File: src/rtl/sys_arr_pkg.sv
// rtl/sys_arr_pkg.sv - shared types and defaults for the systolic array feeder
// Purpose: default array geometry, feeder state encoding and operand type.
// Ports: none (package).
package sys_arr_pkg;

  localparam int N_DEF = 4;  // array dimension (rows = cols = reduction depth)
  localparam int W_DEF = 8;  // operand width in bits

  typedef enum logic [1:0] {
    LOAD,
    CLEAR,
    STREAM,
    DONE
  } feed_state_t;

  typedef logic [W_DEF-1:0] operand_t;

endpackage

File: src/rtl/sys_arr_feeder_skew_mux.sv
// rtl/sys_arr_feeder_skew_mux.sv - per-lane diagonal skew operand select
// Purpose: lane LANE presents ops[t-LANE] while 0 <= t-LANE < N, otherwise 0.
// Ports:
//   t    in   step counter
//   ops  in   N operands of this lane, indexed by reduction step k
//   val  out  operand for this lane at step t
module skew_mux
  import sys_arr_pkg::*;
#(
  parameter int N    = N_DEF,
  parameter int W    = W_DEF,
  parameter int LANE = 0,
  parameter int CW   = $clog2(3 * N)
) (
  input  logic [CW-1:0] t,
  input  logic [W-1:0]  ops [N],
  output logic [W-1:0]  val
);

  // Compare on integer-extended values so steps before the lane's start
  // (negative t-LANE) and after its end simply match no k and yield 0.
  always_comb begin
    val = '0;
    for (int k = 0; k < N; k++) begin
      if (int'(t) == LANE + k) val = ops[k];
    end
  end

endmodule

File: src/rtl/sys_arr_feeder.sv
// rtl/sys_arr_feeder.sv - tile buffer and skewed edge feeder for the systolic array
// Purpose: loads one NxN tile (A by column, B by row), clears the PE
// accumulators, streams skewed operands into the array edges and pulses done.
// Ports:
//   CLK, rst  clock; synchronous active-high reset
//   in_vld    in   load beat valid
//   in_rdy    out  feeder accepts a load beat (LOAD state)
//   in_a      in   A column k, lane i = A[i][k]
//   in_b      in   B row k, lane j = B[k][j]
//   arr_rdy   in   array permits advance; 0 inserts a zero step
//   a_edge    out  lane i drives array row i
//   b_edge    out  lane j drives array column j
//   edge_vld  out  edge lanes carry a live step
//   acc_clr   out  one-cycle accumulator clear
//   done      out  one-cycle tile-complete pulse
module sys_arr_feeder
  import sys_arr_pkg::*;
#(
  parameter int N = N_DEF,
  parameter int W = W_DEF
) (
  input  logic           CLK,
  input  logic           rst,
  input  logic           in_vld,
  output logic           in_rdy,
  input  logic [N*W-1:0] in_a,
  input  logic [N*W-1:0] in_b,
  input  logic           arr_rdy,
  output logic [N*W-1:0] a_edge,
  output logic [N*W-1:0] b_edge,
  output logic           edge_vld,
  output logic           acc_clr,
  output logic           done
);

  localparam int CW = $clog2(3 * N);
  localparam logic [CW-1:0] LAST_K  = CW'(N - 1);
  // t counts the next step to launch; 3N-2 means every step has been launched.
  localparam logic [CW-1:0] DRAINED = CW'(3 * N - 2);

  feed_state_t    state, state_nxt;
  logic [CW-1:0]  k_cnt, k_nxt;
  logic [CW-1:0]  t_cnt, t_nxt;
  logic           push, wr, acc_clr_nxt, done_nxt;
  logic [N*W-1:0] a_sel, b_sel;

  // Both buffers are stored lane-major so each lane's mux sees its own row:
  // a_buf[i][k] = A[i][k], bt_buf[j][k] = B[k][j].
  logic [W-1:0] a_buf  [N][N];
  logic [W-1:0] bt_buf [N][N];

  always_ff @(posedge CLK) begin
    if (rst) begin
      state    <= LOAD;
      k_cnt    <= '0;
      t_cnt    <= '0;
      a_edge   <= '0;
      b_edge   <= '0;
      edge_vld <= 1'b0;
      acc_clr  <= 1'b0;
      done     <= 1'b0;
    end else begin
      state    <= state_nxt;
      k_cnt    <= k_nxt;
      t_cnt    <= t_nxt;
      a_edge   <= push ? a_sel : '0;
      b_edge   <= push ? b_sel : '0;
      edge_vld <= push;
      acc_clr  <= acc_clr_nxt;
      done     <= done_nxt;
    end
  end

  // Edge registers are loaded one cycle ahead of the step they show, so CLEAR
  // launches step 0 (it never stalls) and STREAM launches steps 1..3N-3 only
  // while arr_rdy is high; a refused cycle shows an all-zero step instead.
  always_comb begin
    state_nxt   = state;
    k_nxt       = k_cnt;
    t_nxt       = t_cnt;
    push        = 1'b0;
    wr          = 1'b0;
    acc_clr_nxt = 1'b0;
    done_nxt    = 1'b0;
    in_rdy      = 1'b0;
    case (state)
      LOAD: begin
        in_rdy = 1'b1;
        if (in_vld) begin
          wr = 1'b1;
          if (k_cnt == LAST_K) begin
            k_nxt       = '0;
            state_nxt   = CLEAR;
            acc_clr_nxt = 1'b1;
          end else begin
            k_nxt = k_cnt + CW'(1);
          end
        end
      end
      CLEAR: begin
        push      = 1'b1;
        t_nxt     = CW'(1);
        state_nxt = STREAM;
      end
      STREAM: begin
        if (t_cnt == DRAINED) begin
          state_nxt = DONE;
          done_nxt  = 1'b1;
        end else if (arr_rdy) begin
          push  = 1'b1;
          t_nxt = t_cnt + CW'(1);
        end
      end
      DONE: begin
        t_nxt     = '0;
        state_nxt = LOAD;
      end
      default: state_nxt = LOAD;
    endcase
  end

  always_ff @(posedge CLK) begin
    if (wr && !rst) begin
      for (int i = 0; i < N; i++) begin
        for (int k = 0; k < N; k++) begin
          if (k_cnt == CW'(k)) begin
            a_buf[i][k]  <= in_a[i*W +: W];
            bt_buf[i][k] <= in_b[i*W +: W];
          end
        end
      end
    end
  end

  for (genvar g = 0; g < N; g++) begin : g_lane
    skew_mux #(.N(N), .W(W), .LANE(g), .CW(CW)) u_a_mux (
      .t   (t_cnt),
      .ops (a_buf[g]),
      .val (a_sel[g*W +: W])
    );
    skew_mux #(.N(N), .W(W), .LANE(g), .CW(CW)) u_b_mux (
      .t   (t_cnt),
      .ops (bt_buf[g]),
      .val (b_sel[g*W +: W])
    );
  end

endmodule

File: config.mk
export PLATFORM = sky130hd
export DESIGN_NAME = sys_arr_feeder
export DESIGN_NICKNAME = d
export VERILOG_FILES = /design/src/rtl/sys_arr_pkg.sv /design/src/rtl/sys_arr_feeder_skew_mux.sv /design/src/rtl/sys_arr_feeder.sv
export SDC_FILE = /design/constraint.sdc
export NUM_CORES = 1
export LEC_CHECK = 0
export CAP_MARGIN = 10
export CORE_MARGIN = 2
export CORE_UTILIZATION = 50
export CTS_BUF_LIST = sky130_fd_sc_hd__clkbuf_8
export CTS_CLUSTER_SIZE = 25
export DETAILED_ROUTE_END_ITERATION = 10
export GPL_TIMING_DRIVEN = 0
export PLACE_DENSITY = 0.78
export SETUP_SLACK_MARGIN = 0.2
export SKIP_LAST_GASP = 1
export SYNTH_ARGS = -nofsm -noshare
export SYNTH_HDL_FRONTEND = slang
export SYNTH_SLANG_ARGS = --single-unit
File: constraint.sdc
create_clock -name CLK -period 10.86 [get_ports CLK]
set_input_delay 2.172 -clock CLK [delete_from_list [all_inputs] [get_ports CLK]]
set_output_delay 2.172 -clock CLK [all_outputs]
set_load 0.1 [all_outputs]
==> impl_metrics.json, run 1 <==
{
  "area_growth_pct": 23.61,
  "maxSlewViolCount": 0,
  "max_cap_viol_count": 0,
  "finalClockSkew_ps": 14.94,
  "ys_dominant_reg_cell": "sky130_fd_sc_hd__edfxtp_1",
  "worstPathArrival_ps": 2300,
  "status": "finished, final reports clean",
  "p_total_mw": 2.601,
  "grt_max_degree": 34,
  "global_route_wire_length_before_repair_um": 42640,
  "clk_transition_reported_paths_ps": 60,
  "cpLargestDelayFamily": "buffers and inverters",
  "critical_path_rt_ps": 8690,
  "drt-total-wl_um": 27610,
  "holdCritPathClass": "flop to flop",
  "power_density_nw_per_um2": 172.7,
  "crit_fanout": 3,
  "synth.cell_area_um2": 12190,
  "netlist.top_cell.by_area": "sky130_fd_sc_hd__edfxtp_1",
  "report.final.hold_viol_count": 0,
  "grt_antenna_before_repair": 1,
  "starting_utilization_of_the_core_area_pct": 50.55,
  "detailedRoute.firstIterationViolations": 641,
  "pre_cts_slack_ps": 6373,
  "via_count": 7677,
  "register_area_share_after_synthesis_pct": 75.74,
  "htree_levels": 2,
  "syn-mean-instance-area_um2": 14.79,
  "cts.hold.buffers_added": 0,
  "slew_headroom_pct": 32.05,
  "die_height_um": 160.1,
  "p_leak_nw": 5.199,
  "post_drt_wl_per_cell_um": 19.82,
  "layout-drive-gt1-share_pct": 14.25,
  "yosys.cell_types.count": 46,
  "drc": 0,
  "timing.critical_path.from_type": "flop",
  "cts_tree": "yes",
  "global_route.usage.total_pct": 21.34,
  "placed_area_um2": 14090,
  "insertion_delay_ps": 550,
  "detailed_place_hpwl_um": 17720,
  "nets": 1105,
  "numClockSinks": 333,
  "worst_slack_ps": 6388,
  "port_buffers": 135,
  "crit_path_max_incr_delay_ps": 1140,
  "die_area_um2": 25640,
  "dr.pass1.iters": 5,
  "synthTopCellsByArea": "sky130_fd_sc_hd__edfxtp_1, sky130_fd_sc_hd__dfxtp_1, sky130_fd_sc_hd__a21oi_1",
  "post-synth-top-count-cell": "sky130_fd_sc_hd__edfxtp_1",
  "rsz0062_at_grt": "false",
  "number_of_enable_flip_flop_cells_after_synthesis": 256,
  "cells_along_the_critical_path": "inv_1, ha_1, clkdlybuf4s50_1",
  "fin_worst_hold_slack_ps": 505.0,
  "num_io_pins": 136,
  "timing.fmax_ghz": 0.2236,
  "grt_overflow": 0,
  "synthesis.instances": 824,
  "placeableCoreArea_um2": 24110,
  "yosys_register_bits": 333,
  "syn-num-nets": 904,
  "final_min_period_over_clock_period_pct": 41.18,
  "cp_class": "flop to primary output",
  "setup_violations": 0,
  "total_cts_buffers": 51,
  "drtAntennaViolNets": 0,
  "rows": 57,
  "cts-root-buf": "sky130_fd_sc_hd__clkbuf_8",
  "synth_async_sr_flop_share_pct": 0,
  "drt-vias-per-instance": 5.511,
  "routabilityCongestion": 0.7803,
  "slowest_stage": "sky130_fd_sc_hd__clkdlybuf4s50_1",
  "grt_pass1_vias": 7869,
  "worstSetupEndpointType": "primary output",
  "layout_min_cycle_time_ps": 4472,
  "cts_resized": 0,
  "worstMarginPinSlew_ps": 1016,
  "ys.warnings.count": 0,
  "final_core_utilization_pct": 62.48,
  "clock_tree.buffer_depth": 3,
  "most_frequent_cells_after_synthesis": "sky130_fd_sc_hd__edfxtp_1, sky130_fd_sc_hd__a21oi_1, sky130_fd_sc_hd__dfxtp_1",
  "synth_top_area_share_pct": 63.09,
  "floorplan.die.width_um": 160.1,
  "final_design_instance_area_without_fill_um2": 15060,
  "path_buf_inv": 2,
  "ir_drop_mv": 0.1074,
  "post_cts_buffers": 0
}
==> metrics by stage <==
| stage | cells | TNS [ps] |
|---|---|---|
| after floorplan | 824 | 0 |
| after global placement | 1283 | -225190 |
| after detailed placement | 1296 | 0 |
| after CTS | 1391 | 0 |
| after global routing | 1391 | 0 |
| final | 1393 | 0 |
==> registers in the layout, indices dropped and copies added (netlist names) <==
register  cells
a_buf       128
bt_buf      128
a_edge       32
b_edge       32
k_cnt         4
t_cnt         4
state         2
acc_clr       1
done          1
edge_vld      1
==> routing by layer <==
layer	wire length [um]	global-route usage [%]
met1	11010	27.27
met2	14050	37.05
met3	2121	4.779
met4	435	5.651
met5	0	0
==> report_power, final <==
group          internal (mW)  leakage, nW  total [mW]  switching (mW)
combinational         0.0700         1.69       0.202           0.132
sequential              1.42         2.94        1.44          0.0138
clock                  0.505        0.562       0.963           0.458
==> worst reg2reg max path: cells and delay by family (launching register included) <==
| kind | cells | cell delay [ps] |
|---|---|---|
| adders and majority gates | 1 | 190 |
| buffers and inverters | 3 | 620 |
| DFF | 1 | 320 |
| and+or+nand+nor | 3 | 1100 |
==> final cells by class <==
cell class / instances / area [um^2]
buffer: 57 / 290.3
antenna: 2 / 5.005
sequential: 333 / 9229
inverter: 40 / 150.1
multi-input combinational: 394 / 2530
fill: 1805 / 9044
tap: 324 / 405.4
timing repair buffer: 148 / 1486
clock buffer: 57 / 784.5
clock inverter: 38 / 181.4
==> path summary, 6_finish.rpt <==
path | start | end | slack (ps) | cells past startpoint
worst min register to register | a_buf[0][0]$_DFFE_PP_ | a_edge[0]$_SDFF_PP0_ | 500 | 2
worst max register to register | state[1]$_SDFFE_PP0P_ | bt_buf[3][18]$_DFFE_PP_ | 8270 | 7
worst max-delay path | state[1]$_SDFFE_PP0P_ | in_rdy | 6390 | 3
worst min-delay path | a_buf[0][0]$_DFFE_PP_ | a_edge[0]$_SDFF_PP0_ | 500 | 2
==> cell families after synthesis <==
group / count (synthesis) / synth area share (%)
compound gates: 212 / 11.94
fa+ha+maj: 12 / 1.232
buf+inv: 97 / 3.614
flops: 333 / 75.74
simple gates: 170 / 7.475
==> cells in the final DEF (no fill, tap or decap), types with 19 or more instances in the layout <==
cell type                           n
sky130_fd_sc_hd__a21oi_1           86
sky130_fd_sc_hd__clkdlybuf4s50_1  135
sky130_fd_sc_hd__nor3_1            22
sky130_fd_sc_hd__a221oi_1          32
sky130_fd_sc_hd__clkbuf_1          19
sky130_fd_sc_hd__nand2_1           23
sky130_fd_sc_hd__dfxtp_1           77
sky130_fd_sc_hd__nor2_1            71
sky130_fd_sc_hd__a22oi_1           33
sky130_fd_sc_hd__buf_2             25
sky130_fd_sc_hd__inv_1             55
sky130_fd_sc_hd__edfxtp_1         256
sky130_fd_sc_hd__clkbuf_8          57
Power figures use the tool's default switching activity.
==> inputs of run 2 (changes only) <==
PLACE_DENSITY = 0.81   (was 0.78)
clock period = 4 ns   (was 10.86 ns; I/O delays follow)
==> run 2 against run 1 <==
  * Die area unchanged
  * Sequential share of layout area hardly changed
  * Via count about the same
  * Highest routed layer unchanged
==> impl_metrics.json, run 2 (same netlist as run 1, synthesis figures left out) <==
{
  "cts-root-buf": "sky130_fd_sc_hd__clkbuf_8",
  "placed_area_um2": 14120,
  "grt_antenna_before_repair": 1,
  "cp_class": "flop to primary output",
  "global_route_wire_length_before_repair_um": 41480,
  "cts_resized": 0,
  "layout_min_cycle_time_ps": 3083,
  "finalClockSkew_ps": 20.85,
  "num_io_pins": 136,
  "holdCritPathClass": "flop to flop",
  "r2r_startpoint": "state[0]$_SDFFE_PP0P_",
  "top_regs": "a_buf (128), bt_buf (128)",
  "post_drt_wl_per_cell_um": 19.71,
  "port_buffers": 135,
  "numClockSinks": 333,
  "maxSlewViolCount": 0,
  "timing.critical_path.from_type": "flop",
  "holdPathStages": 2,
  "die_area_um2": 25640,
  "placeableCoreArea_um2": 24110,
  "htree_levels": 2,
  "final_min_period_over_clock_period_pct": 77.08,
  "post_cts_buffers": 0,
  "drtAntennaViolNets": 0,
  "worstPathArrival_ps": 2280,
  "area_growth_pct": 23.51,
  "timing.fmax_ghz": 0.3243,
  "timing.hold.worst_endpoint": "a_edge[4]$_SDFF_PP0_",
  "drc": 0,
  "worstMarginPinSlew_ps": 1019,
  "ir_drop_mv": 0.2823,
  "detailed_place_hpwl_um": 17310,
  "die_height_um": 160.1,
  "cts_tree": "yes",
  "r2r_slack_ps": 1400,
  "most_common_library_cell_in_the_layout_ignoring_fill_and_taps": "sky130_fd_sc_hd__edfxtp_1",
  "timing.hold.worst.start": "a_buf[0][4]$_DFFE_PP_",
  "slew_headroom_pct": 31.86,
  "routabilityCongestion": 0.7973,
  "rows": 57,
  "rr_endpoint": "a_buf[2][23]$_DFFE_PP_",
  "via_count": 7678,
  "rsz0062_at_grt": "false",
  "crit_fanout": 4,
  "grt_max_degree": 35,
  "clk_transition_reported_paths_ps": 60,
  "worstSetupEndpointType": "primary output",
  "final_design_instance_area_without_fill_um2": 15050,
  "critical_path_rt_ps": 3200,
  "nets": 1101,
  "power_density_nw_per_um2": 466.4,
  "cts.hold.buffers_added": 0,
  "drt-vias-per-instance": 5.544,
  "clock_tree.buffer_depth": 3,
  "layout-drive-gt1-share_pct": 13.21,
  "max_cap_viol_count": 0,
  "detailedRoute.firstIterationViolations": 694,
  "status": "finished, final reports clean",
  "insertion_delay_ps": 570,
  "report.final.hold_viol_count": 0,
  "setup_violations": 0,
  "starting_utilization_of_the_core_area_pct": 50.55,
  "layout_common_cells": "sky130_fd_sc_hd__edfxtp_1, sky130_fd_sc_hd__clkdlybuf4s50_1, sky130_fd_sc_hd__a21oi_1",
  "dr.pass1.iters": 5,
  "setup_total_negative_slack_ps": 0,
  "drt-total-wl_um": 27300,
  "global_route.usage.total_pct": 20.85,
  "grt_pass1_vias": 7792,
  "grt_overflow": 0,
  "worstRegToRegCells": 7,
  "total_cts_buffers": 51,
  "floorplan.die.width_um": 160.1,
  "p_leak_nw": 5.172
}
## run 2: layout make-up
type                            count  area (um^2)
Clock inverter                     40        216.5
Multi-Input combinational cell    394         2551
Antenna cell                        1        2.502
Tap cell                          324        405.4
Inverter                           40        150.1
Sequential cell                   333         9229
Timing Repair Buffer              144         1490
Buffer                             57        290.3
Clock buffer                       52        715.7
Fill cell                        1799         9055
## run 2: routing by layer
layer	GRT usage, %	share of wire [%]	wire length, um
met1	25.96	40	10810
met2	35.93	50	13550
met3	4.494	8.1	2212
met4	7.944	2.6	723
met5	0	0	0
## run 2: metrics by stage
step,utilization [%],hold WS [ps],cells,setup slack (ps),power [mW]
3_5_place_dp,58.56,492.3,1292,842.2,4.514
3_3_place_gp,57.95,489.5,1283,-1709,4.489
6_report,62.44,508.1,1385,916.6,7.020
2_1_floorplan,-,470.9,824,210.9,4.283
4_1_cts,62.43,504.0,1384,884.2,7.048
5_1_grt,62.44,539.8,1385,845.4,7.265
## run 2: worst max-delay path by stage
stage / slack [ps] / from / end
detailed placement: 840 / rst / bt_buf[0][6]$_DFFE_PP_
CTS: 880 / state[0]$_SDFFE_PP0P_ / in_rdy
global route: 850 / state[1]$_SDFFE_PP0P_ / in_rdy
global placement: -1710 / rst / a_buf[3][5]$_DFFE_PP_
finish: 920 / state[0]$_SDFFE_PP0P_ / in_rdy
floorplan: 210 / state[0]$_SDFFE_PP0P_ / a_buf[0][0]$_DFFE_PP_
## run 2: critical path, stage by stage (launching register included)
cell                              delay, ps
sky130_fd_sc_hd__dfxtp_1                330
sky130_fd_sc_hd__inv_1                  120
sky130_fd_sc_hd__ha_4                   150
sky130_fd_sc_hd__clkdlybuf4s50_1       1120
## run 2: power by group
| part | internal, mW | switching [mW] |
|---|---|---|
| registers | 3.86 | 0.0370 |
| clock network | 1.33 | 1.24 |
| logic | 0.193 | 0.354 |
| total | 5.39 | 1.63 |
==> inputs of run 3 (changes only) <==
PLACE_DENSITY = 0.78   (was 0.81)
clock period = 2.9 ns   (was 4 ns; I/O delays follow)
==> run 3 against run 2 <==
  * Total power up 40%
  * Sequential power up 38%
  * Clock-buffer cell count rose by 8
  * Non-clock buffer count down 1
  * Clock skew up 6.4 ps
  * Critical endpoint is now a_edge[5]
==> impl_metrics.json, run 3 (same netlist as run 1, synthesis figures left out) <==
{
  "setup_violations": 0,
  "layout_common_cells": "sky130_fd_sc_hd__edfxtp_1, sky130_fd_sc_hd__clkdlybuf4s50_1, sky130_fd_sc_hd__a21oi_1",
  "global_route_wire_length_before_repair_um": 41260,
  "drc": 0,
  "top_regs": "a_buf (128), bt_buf (128)",
  "gr-usage-met2_pct": 34.97,
  "grt_overflow": 0,
  "timing.hold.worst_endpoint": "b_edge[6]$_SDFF_PP0_",
  "setup_total_negative_slack_ps": 0,
  "rows": 57,
  "crit_path_max_incr_delay_ps": 1140,
  "grt_pass1_vias": 7641,
  "clk_transition_reported_paths_ps": 60,
  "globalRouteMet1Util_pct": 26.67,
  "cp_class": "flop to primary output",
  "floorplan.die.width_um": 160.1,
  "top_usage_layer": "met2",
  "drt-total-wl_um": 26710,
  "die_height_um": 160.1,
  "holdCritPathClass": "flop to flop",
  "ir_drop_mv": 0.4660,
  "slowest_stage": "sky130_fd_sc_hd__clkdlybuf4s50_1",
  "starting_utilization_of_the_core_area_pct": 50.55,
  "placeableCoreArea_um2": 24110,
  "drt-vias-per-instance": 5.446,
  "timing.critical_path.from_type": "flop",
  "port_buffers": 135,
  "max_cap_viol_count": 0,
  "routabilityCongestion": 0.8312,
  "slew_headroom_pct": 32.56,
  "power_density_nw_per_um2": 648.8,
  "crit_fanout": 1,
  "status": "finished, final reports clean",
  "cells_along_the_critical_path": "clkdlybuf4s50_1",
  "r2r_startpoint": "state[0]$_SDFFE_PP0P_",
  "grt_use_met3_pct": 4.831,
  "die_area_um2": 25640,
  "finalClockSkew_ps": 27.23,
  "rsz0062_at_grt": "false",
  "cts-root-buf": "sky130_fd_sc_hd__clkbuf_8",
  "r2r_slack_ps": 450,
  "worstSetupEndpointType": "primary output",
  "dp_cells": 1291,
  "htree_levels": 2,
  "num_io_pins": 136,
  "post_drt_wl_per_cell_um": 19.23,
  "maxSlewViolCount": 0,
  "numClockSinks": 333,
  "nFillCells": 1807,
  "drtAntennaViolNets": 0,
  "critical_path_rt_ps": 2320,
  "most_common_library_cell_in_the_layout_ignoring_fill_and_taps": "sky130_fd_sc_hd__edfxtp_1",
  "layout_min_cycle_time_ps": 2652,
  "worstMarginPinSlew_ps": 1008,
  "grt_max_degree": 34,
  "cts.hold.buffers_added": 0,
  "detailed_place_hpwl_um": 17070,
  "dr.pass1.iters": 5,
  "final_min_period_over_clock_period_pct": 91.44,
  "cts_tree": "yes",
  "p_leak_nw": 5.224,
  "timing.hold.worst.start": "bt_buf[0][6]$_DFFE_PP_",
  "insertion_delay_ps": 570,
  "path_buf_inv": 1,
  "clock_tree.buffer_depth": 3,
  "grt_antenna_before_repair": 2,
  "nets": 1100,
  "report.final.hold_viol_count": 0,
  "instances_no_fill": 1389,
  "global_route.usage.total_pct": 20.77,
  "detailedRoute.firstIterationViolations": 549,
  "via_count": 7564,
  "worstRegToRegCells": 7,
  "area_growth_pct": 24.10,
  "holdPathStages": 2,
  "total_cts_buffers": 51,
  "cpLargestDelayFamily": "buffers and inverters",
  "timing.fmax_ghz": 0.3771,
  "worstPathArrival_ps": 2070,
  "layout-drive-gt1-share_pct": 14.21,
  "rr_endpoint": "bt_buf[3][28]$_DFFE_PP_"
}
run 3: cell type report:
cell class | count | area [um^2] | share of cell area [%]
inverter | 40 | 150.1 | 0.9929
clock buffer | 60 | 825.8 | 5.461
buffer | 57 | 296.5 | 1.961
tap | 324 | 405.4 | 2.681
clock inverter | 36 | 176.4 | 1.167
timing repair buffer | 143 | 1469 | 9.714
antenna | 2 | 5.005 | 0.03310
sequential | 333 | 9230 | 61.04
multi-input combinational | 394 | 2564 | 16.95
run 3: per-stage QoR:
step	hold WS, ps	setup WS [ps]	area (um^2)	utilization (%)	total power [mW]
6_report	489.8	248.2	15120	62.73	9.811
4_1_cts	493.0	225.2	15120	62.71	9.877
3_3_place_gp	486.8	-2578	13990	58.05	6.194
2_1_floorplan	470.9	-686.3	12240	-	5.911
3_5_place_dp	487.7	-65.65	14120	58.56	6.237
5_1_grt	541.3	208.6	15120	62.71	10.18
run 3: worst max-delay path by stage:
stage | start | endpoint | cells past startpoint
2_1_floorplan | state[1]$_SDFFE_PP0P_ | a_buf[0][0]$_DFFE_PP_ | 5
3_3_place_gp | rst | bt_buf[3][1]$_DFFE_PP_ | 3
3_5_place_dp | in_vld | bt_buf[3][25]$_DFFE_PP_ | 5
4_1_cts | b_edge[31]$_SDFF_PP0_ | b_edge[31] | 1
5_1_grt | a_edge[5]$_SDFF_PP0_ | a_edge[5] | 1
6_report | a_edge[5]$_SDFF_PP0_ | a_edge[5] | 1
run 3: timing repair:
item	CTS	global route
endpoints found under the hold margin	0	0
setup endpoints to repair	2	0
resized for setup	2	0
setup buffers	0	0
run 3: metal layers:
layer	vias to the layer above	part of all wire [%]	wire [um]
li1	3528	-	-
met1	3683	40	10790
met2	292	50	13260
met3	61	7.6	2018
met4	0	2.4	643
met5	-	0	0
run 3: power breakdown:
part	leakage (nW)	internal [mW]	total, mW	switching [mW]
logic	1.68	0.268	0.757	0.489
clock network	0.601	1.97	3.67	1.71
registers	2.94	5.33	5.38	0.0513
total	5.22	7.57	9.81	2.25
